### src/rtl/h14tx_rst_seq_pkg.sv
// Shared types and default sizing for the TX reset sequencer.
package h14tx_rst_seq_pkg;

  typedef enum logic [2:0] {
    ST_HOLD,
    ST_WAIT_LOCK,
    ST_RELEASE,
    ST_RUN,
    ST_TEARDOWN
  } state_t;

  localparam int DEF_NUM_STAGES     = 4;
  localparam int DEF_GUARD_CYCLES   = 16;
  localparam int DEF_TIMEOUT_CYCLES = 65536;
  localparam int DEF_PLL_RST_CYCLES = 32;

endpackage

### src/rtl/h14tx_guard_timer.sv
// Saturating cycle timer: done is high while the count sits at COUNT-1.
// clr has priority over en; the count never wraps past the terminal value.
module h14tx_guard_timer
  import h14tx_rst_seq_pkg::*;
#(
  parameter int COUNT = DEF_GUARD_CYCLES
) (
  input  logic clk,
  input  logic rst,
  input  logic clr,
  input  logic en,
  output logic done
);

  localparam int W = (COUNT > 1) ? $clog2(COUNT) : 1;
  localparam logic [W-1:0] LAST = W'(COUNT - 1);

  logic [W-1:0] count;

  // count up while enabled, stop at the terminal value
  always_ff @(posedge clk) begin
    if (rst || clr) begin
      count <= '0;
    end else if (en && !done) begin
      count <= count + 1'b1;
    end
  end

  assign done = (count == LAST);

endmodule

### src/rtl/h14tx_rst_seq.sv
// TX pipeline reset sequencer: waits for stable PLL lock, releases the
// downstream reset domains lowest index first, tears them down highest first.
// Optional lock-wait watchdog is built when H14TX_RST_SEQ_WATCHDOG_EN is defined.
//
//  state        | meaning
//  -------------+-----------------------------------------------------------
//  ST_HOLD      | all domains in reset, waiting for req_rst to drop
//  ST_WAIT_LOCK | counting consecutive lock-high cycles (plus watchdog)
//  ST_RELEASE   | releasing one domain every GUARD_CYCLES, idx = last released
//  ST_RUN       | all domains out of reset, ready high
//  ST_TEARDOWN  | re-asserting one domain per cycle from idx down to 0
module h14tx_rst_seq
  import h14tx_rst_seq_pkg::*;
#(
  parameter int NUM_STAGES     = DEF_NUM_STAGES,
  parameter int GUARD_CYCLES   = DEF_GUARD_CYCLES,
  parameter int TIMEOUT_CYCLES = DEF_TIMEOUT_CYCLES,
  parameter int PLL_RST_CYCLES = DEF_PLL_RST_CYCLES
) (
  input  logic                  clk,
  input  logic                  rst,
  input  logic                  lock,
  input  logic                  req_rst,
  output logic [NUM_STAGES-1:0] stage_rst,
  output logic                  ready,
  output logic                  pll_rst,
  output logic                  timeout_err
);

  localparam int IDX_W = (NUM_STAGES > 1) ? $clog2(NUM_STAGES) : 1;
  localparam logic [IDX_W-1:0] LAST_IDX = IDX_W'(NUM_STAGES - 1);

  if (NUM_STAGES < 2 || GUARD_CYCLES < 2 || TIMEOUT_CYCLES < 2 || PLL_RST_CYCLES < 1)
  begin : g_bad_cfg
    $error("h14tx_rst_seq: parameter out of range");
  end

  state_t                state, state_nxt;
  logic [IDX_W-1:0]      idx, idx_nxt;
  logic [NUM_STAGES-1:0] stage_nxt;
  logic                  ready_nxt;
  logic                  guard_clr, guard_en, guard_done;
  logic                  abort;
  logic                  wd_busy;

  assign abort = !lock || req_rst;

  h14tx_guard_timer #(.COUNT(GUARD_CYCLES)) u_guard (
    .clk  (clk),
    .rst  (rst),
    .clr  (guard_clr),
    .en   (guard_en),
    .done (guard_done)
  );

  // state, index and registered outputs
  always_ff @(posedge clk) begin
    if (rst) begin
      state     <= ST_HOLD;
      idx       <= '0;
      stage_rst <= '1;
      ready     <= 1'b0;
    end else begin
      state     <= state_nxt;
      idx       <= idx_nxt;
      stage_rst <= stage_nxt;
      ready     <= ready_nxt;
    end
  end

  // next-state logic; guard timer is cleared unless explicitly counting
  always_comb begin
    state_nxt = state;
    idx_nxt   = idx;
    stage_nxt = stage_rst;
    ready_nxt = ready;
    guard_clr = 1'b1;
    guard_en  = 1'b0;
    unique case (state)
      ST_HOLD: begin
        stage_nxt = '1;
        ready_nxt = 1'b0;
        idx_nxt   = '0;
        if (!req_rst) state_nxt = ST_WAIT_LOCK;
      end
      ST_WAIT_LOCK: begin
        if (req_rst) begin
          state_nxt = ST_HOLD;
        end else if (wd_busy) begin
          // PLL is being reset; lock history is meaningless, keep guard at 0
          state_nxt = ST_WAIT_LOCK;
        end else if (lock && guard_done) begin
          state_nxt    = ST_RELEASE;
          stage_nxt[0] = 1'b0;
          idx_nxt      = '0;
        end else if (lock) begin
          guard_clr = 1'b0;
          guard_en  = 1'b1;
        end
      end
      ST_RELEASE: begin
        if (abort) begin
          state_nxt = ST_TEARDOWN;
        end else if (guard_done) begin
          if (idx != LAST_IDX) begin
            idx_nxt                  = idx + 1'b1;
            stage_nxt[idx + 1'b1]    = 1'b0;
          end else begin
            state_nxt = ST_RUN;
            ready_nxt = 1'b1;
          end
        end else begin
          guard_clr = 1'b0;
          guard_en  = 1'b1;
        end
      end
      ST_RUN: begin
        if (abort) begin
          state_nxt = ST_TEARDOWN;
          ready_nxt = 1'b0;
        end
      end
      ST_TEARDOWN: begin
        ready_nxt      = 1'b0;
        stage_nxt[idx] = 1'b1;
        if (idx == '0) state_nxt = ST_HOLD;
        else           idx_nxt   = idx - 1'b1;
      end
      default: begin
        state_nxt = ST_HOLD;
      end
    endcase
  end

`ifdef H14TX_RST_SEQ_WATCHDOG_EN
  logic in_wait;
  logic tmo_done, pulse_done, pulse_active, tmo_err;
  logic fire;

  assign in_wait = (state == ST_WAIT_LOCK);
  // timeout only fires if the FSM is staying in WaitLock this cycle
  assign fire    = in_wait && tmo_done && !pulse_active && (state_nxt == ST_WAIT_LOCK);

  h14tx_guard_timer #(.COUNT(TIMEOUT_CYCLES)) u_timeout (
    .clk  (clk),
    .rst  (rst),
    .clr  (!in_wait || pulse_active || tmo_done),
    .en   (in_wait),
    .done (tmo_done)
  );

  h14tx_guard_timer #(.COUNT(PLL_RST_CYCLES)) u_pll_pulse (
    .clk  (clk),
    .rst  (rst),
    .clr  (!pulse_active || pulse_done),
    .en   (pulse_active),
    .done (pulse_done)
  );

  // PLL reset pulse and sticky timeout flag
  always_ff @(posedge clk) begin
    if (rst) begin
      pulse_active <= 1'b0;
      tmo_err      <= 1'b0;
    end else if (fire) begin
      pulse_active <= 1'b1;
      tmo_err      <= 1'b1;
    end else if (pulse_active && (pulse_done || state_nxt != ST_WAIT_LOCK)) begin
      pulse_active <= 1'b0;
    end
  end

  assign wd_busy     = pulse_active;
  assign pll_rst     = pulse_active;
  assign timeout_err = tmo_err;
`else
  assign wd_busy     = 1'b0;
  assign pll_rst     = 1'b0;
  assign timeout_err = 1'b0;
`endif

endmodule
### config.mk
export PLATFORM = sky130hd
export DESIGN_NAME = h14tx_rst_seq
export DESIGN_NICKNAME = d
export VERILOG_FILES = /design/src/rtl/h14tx_rst_seq_pkg.sv /design/src/rtl/h14tx_guard_timer.sv /design/src/rtl/h14tx_rst_seq.sv
export SDC_FILE = /design/constraint.sdc
export NUM_CORES = 1
export LEC_CHECK = 0
export ABC_AREA = 1
export CAP_MARGIN = 20
export CORE_UTILIZATION = 54
export DETAILED_ROUTE_END_ITERATION = 8
export PLACE_DENSITY_LB_ADDON = 0.05
export SLEW_MARGIN = 20
export SYNTH_ARGS = -nofsm -noshare
export SYNTH_HDL_FRONTEND = slang
export SYNTH_SLANG_ARGS = --single-unit
### constraint.sdc
create_clock -name clk -period 1.77 [get_ports clk]
set_clock_uncertainty 0.1 [all_clocks]
set_input_delay 0.177 -clock clk [delete_from_list [all_inputs] [get_ports clk]]
set_output_delay 0.177 -clock clk [all_outputs]
set_load 0.1 [all_outputs]
# After elaboration in Yosys (flattened, before gate mapping)
# Cells that the tools add are included.
[op_classes] addsub=3 multipliers=0 div_mod_pow=0 magnitude_cmp=4 eq_ne=19 shifts=0 muxes=44 bitwise_logic=3 n_reduce_logical=19
[op_table] cell="2-to-1 mux 3 bit" count=8
[op_table] cell="!= test 2 bit, second input constant" count=11
[op_table] cell="2-to-1 mux 1 bit" count=18
[op_table] cell="case mux 3 bit (5 select lines)" count=1
[op_table] cell="2-to-1 mux 2 bit" count=6
[op_table] cell="2-to-1 mux 4 bit" count=3
[op_table] cell="AND reduction 6 bit" count=2
[op_table] cell="!= test 3 bit, second input constant" count=3
[op_table] cell="case mux 3 bit (3 select lines)" count=1
[op_table] cell="case mux 2 bit (4 select lines)" count=1
[op_table] cell="AND reduction 7 bit" count=1
[op_table] cell="equality test 3 x 2 -> 1 bit, second input constant" count=2
[op_table] cell="less-than comparator 2 x 3 -> 1 bit, second input constant" count=2
[op_table] cell="nonzero test 3 bit" count=2
[op_table] cell="AND reduction 5 bit" count=1
[op_table] cell="adder 4 x 1 -> 4 bit, second input constant" count=1
[op_table] cell="bitwise AND 4 bit" count=1
[op_table] cell="demux 1 bit (select 2 bit)" count=2
[op_table] cell="equality test 4 bit, second input constant" count=1
[op_table] cell="greater-or-equal comparator 2 x 1 -> 1 bit, second input constant" count=2
[op_table] cell="logical AND 1 bit" count=4
[op_table] cell="inverter 4 bit" count=1
[op_table] cell="bitwise OR 4 bit" count=1
[op_table] cell="case mux 1 bit (2 select lines)" count=2
[op_table] cell="13 further kinds" count=15
[word_totals] ff_bits=14 latch_bits=0 ramBits=0 mem_bits_ro=0 out_inout_bits=7 word_cells=98 n_memories=0

# Longest topological paths before layout
[logic_depth] word_depth=11 mapped_depth=9

# Cells and area by module
# Synthesis repeated with hierarchy kept, for this count alone.
[unflattened] cells_unflattened=158 area_unflattened_um2=1056.0
[by_module_without_submodules] mod="h14tx_rst_seq" n_inst=1 cells_each=129 area_each_um2=855.8
[by_module_without_submodules] mod="h14tx_guard_timer" n_inst=1 cells_each=29 area_each_um2=200.2

# Least setup slack after synthesis
# OpenSTA, ideal clock, no wires.
[synth_timing] kind="reg-to-reg" start="register stage_rst[0]" end="register stage_rst[0]" setup_time_ps=65 arrival_ps=1329 t_required_ps=1605 path_slack_ps=276 stages_incl_launch_ff=5 path_buffers=0 synth_period_minus_slack_ps=1494 cell_sequence="dfxtp_1 o21ai_0 nand2_1 nand2_1 nand3_1"
[synth_via] elab_chain_cells=5
[synth_lines] item="from (decl)" line="h14tx_rst_seq.sv:24" text="output logic [NUM_STAGES-1:0] stage_rst,"
[synth_lines] item="from (signal assigned)" line="h14tx_rst_seq.sv:66" text="stage_rst <= stage_nxt;"
[synth_lines] item="bitwise AND 4 bit (no source line)"
[synth_lines] item="2-to-1 mux 4 bit" line="h14tx_rst_seq.sv:105" text="if (idx != LAST_IDX) begin"
[synth_lines] item="2-to-1 mux 4 bit" line="h14tx_rst_seq.sv:104" text="end else if (guard_done) begin"
[synth_lines] item="2-to-1 mux 4 bit" line="h14tx_rst_seq.sv:102" text="if (abort) begin"
[synth_lines] item="case mux 1 bit (4 select lines) (*)" line="h14tx_rst_seq.sv:79" text="unique case (state)"
# Mark *: on every way between the ends. The rest lies on a longest branch, timed or not. The select of a mux whose other input is x is not followed.
# A chain may end at the register's enable or synchronous reset.

# Worst setup path in the final report
[layout_timing] start="register u_guard.count[0]" end="register idx[1]"
[layout_via] elab_chain_cells=4
[layout_lines] item="from (decl)" line="h14tx_guard_timer.sv:18" text="logic [W-1:0] count;"
[layout_lines] item="from (signal assigned)" line="h14tx_guard_timer.sv:25" text="count <= count + 1'b1;"
[layout_lines] item="equality test 4 bit (*)" line="h14tx_guard_timer.sv:29" text="assign done = (count == LAST);"
[layout_lines] item="logical AND 1 bit" line="h14tx_rst_seq.sv:92" text="end else if (lock && guard_done) begin"
[layout_lines] item="!= test 2 bit (no source line)"
[layout_lines] item="AND reduction 7 bit (no source line) (*)"
[layout_lines] item="to (signal assigned)" line="h14tx_rst_seq.sv:65" text="idx <= idx_nxt;"
[layout_lines] item="to (decl)" line="h14tx_rst_seq.sv:39" text="logic [IDX_W-1:0] idx, idx_nxt;"
# Mark *: on every way between the ends. The rest lies on a longest branch, timed or not.

==> impl_metrics.toml <==
[status]
status = "complete, no violations"

[synthesis]
synth_ff_type = "dfxtp_1"
yosysUniqueCellTypes = 23
yosys-top-cells-count = "nand2_1, nor2_1, nand3_1, inv_1, dfxtp_1"
ys_ff_latch = 14
synth_area_leaders = "dfxtp_1, nand2_1, nor2_1, nand3_1, ha_1"
async_reset_ff_frac = 0
syn_avg_cell_area_um2 = 6.65
synth.top_cell.area_share = 0.285
ys_seq_area_frac = 0.285
syn_inst = 148
syn_area_um2 = 985
synth_edf_count = 0
yosysWarnings = 0
synth_most_common_cell = "nand2_1"
yosys.area.top_type = "dfxtp_1"

[global_routing]
grt_pass1_wl_um = 3490
grt_pass1_vias = 811
overflow = 0
grtUsageTotal = 0.240
grt_max_degree = 9
antenna_found_initial = 0

[final_layout]
drive_above_1_share = 0.182
area_delta_synth_final_pct = 18.8
diodes = 0
finalInstanceArea_um2 = 1170
final_nets = 170
finish.utilization = 0.678

[sta]
finalHoldViolations = 0
fmax_mhz = 635
min_period_ps = 1570
setup_viol = 0
holdWs_ps = 376
post-route-period-util = 0.890
rsz0062_at_grt = "false"
tns_ps = 0
slew_violations = 0

[power]
peakVddDrop_mv = 1.01
p_int_mw = 1.03
p_switching_mw = 1.19
clock_power_share = 0.084
power_frac_comb = 0.682
pwr-share-seq = 0.235
powerDensity_nw_per_um2 = 1890
p_leak_nw = 0.570
totalPowerFinal_mw = 2.22
p_sw_frac = 0.535

[floorplanning]
row_count = 15
start_util = 0.570
die_w_um = 44.7
ios = 11
dieArea_um2 = 2000
die_height_um = 44.7
design.core.area_um2 = 1730

[clocking]
numCtsBuffers = 3
cts_tree = "yes"
clkTransAtPathRegs_ps = 80
clock_latency_ps = 280
cts_root_buf = "clkbuf_4"
cts_buffer_depth = 2
ctsHoldBuffers = 0
clock-sinks = 14
htreeDepth = 1

[worst_setup_path]
critical_path.max_stage_delay_ps = 370
worstPathArrival_ps = 1660
worstPathRequired_ps = 1850
cp_cell_sequence = "ha_1 -> nand3_2 -> o21ai_2 -> inv_1 -> nor2_1 -> nand3_1 -> nand2_1 -> nor2_1"
cp_common_cell = "nor2_1"
crit_fanout = 4
startpoint_type = "flip-flop"
end_kind = "flip-flop"
critPathKind = "reg -> reg"
crit_slowest_cell = "dfxtp_1"

[placement]
portBuffers = 8
dpl.hpwl_um = 1670
postPlaceCellArea_um2 = 1130
place_congestion = 0.882

[route]
drc = 0
via_per_inst = 5.23
dr.pass1.iters = 4
postRouteAntennaNets = 0
dr_total_vias = 962
wl_per_cell_um = 11.6
wl_um = 2140
first_iter_violations = 37

[job]
cap_viol_max_count = 0

[hold_path]
min_path_type = "reg -> reg"
==> area by class of cell <==
cell class,count,area (um2)
multi-input combinational,114,623
fill,162,557
sequential,14,280
timing repair buffer,10,145
inverter,18,67.6
tap,25,31.3
clock buffer,3,22.5
==> per-stage QoR <==
stage / setup WS [ps] / instances
floorplan: 276 / 149
global placement: 24.5 / 180
finish: 195 / 184
detailed placement: 22.5 / 180
CTS: 175 / 183
global route: 27.4 / 184
==> logic make-up after synthesis <==
kind of cell             synth area share
XOR/XNOR                          0.00890
AO/OA/AOI/OAI                       0.125
other                             0.00381
buffers and inverters              0.0915
flip-flops                          0.285
AND/OR/NAND/NOR                     0.423
adder cells (fa/ha/maj)            0.0635
==> flip-flops by register name (all words and copies together), names as in the netlist <==
register,flops
state,3
stage_rst,4
idx,2
u_guard.count,4
ready,1
==> cell usage in the layout (no fill, tap or decap), drive strengths merged <==
cell | netlist | routed
clkdlybuf4s50 | 0 | 3
nand2 | 32 | 32
dfxtp | 14 | 14
nor2 | 29 | 29
ha | 5 | 5
o21a | 1 | 1
nand4 | 2 | 2
a21oi | 5 | 5
buf | 3 | 7
clkbuf | 0 | 3
inv | 18 | 18
conb | 1 | 2
nor3b | 1 | 1
xor2 | 1 | 1
o21ai | 12 | 12
nand3 | 21 | 21
a21boi | 3 | 3
==> per-layer routing <==
| layer | GRT usage | share of wire |
|---|---|---|
| met1 | 0.328 | 0.48 |
| met2 | 0.379 | 0.44 |
| met3 | 0.0280 | 0.064 |
| met4 | 0.109 | 0.020 |
| met5 | 0 | 0 |
==> worst max-delay path: cells and delay by family, from the launching register on <==
family,cells,cell delay (ps)
and+or+nand+nor,5,470
DFF,1,370
adders and majority gates,1,240
AOI/OAI and AO/OA,1,230
buffers and inverters,1,70
==> worst paths after layout <==
kind / startpoint / to / slack, ps / cells after the start
min: u_guard.count[0]$_SDFFE_PP0P_ / u_guard.count[0]$_SDFFE_PP0P_ / 380 / 1
max: u_guard.count[0]$_SDFFE_PP0P_ / idx[1]$_SDFFE_PP0P_ / 200 / 8
min reg2reg: u_guard.count[0]$_SDFFE_PP0P_ / u_guard.count[0]$_SDFFE_PP0P_ / 380 / 1
max reg2reg: u_guard.count[0]$_SDFFE_PP0P_ / idx[1]$_SDFFE_PP0P_ / 200 / 8
==> timing repair <==
action | CTS | global route
resized for setup | 0 | 1
setup endpoints to repair | 0 | 2
buffers inserted | 0 | 1
==> power by group through the flow <==
stage	clock network, mW	registers (mW)	logic, mW
floorplan	0	0.758	0.887
global placement	0	0.522	1.47
detailed placement	0	0.526	1.48
CTS	0.187	0.519	1.49
global route	0.193	0.530	1.67
finish	0.185	0.520	1.51
(Power assumes the default switching activity.)
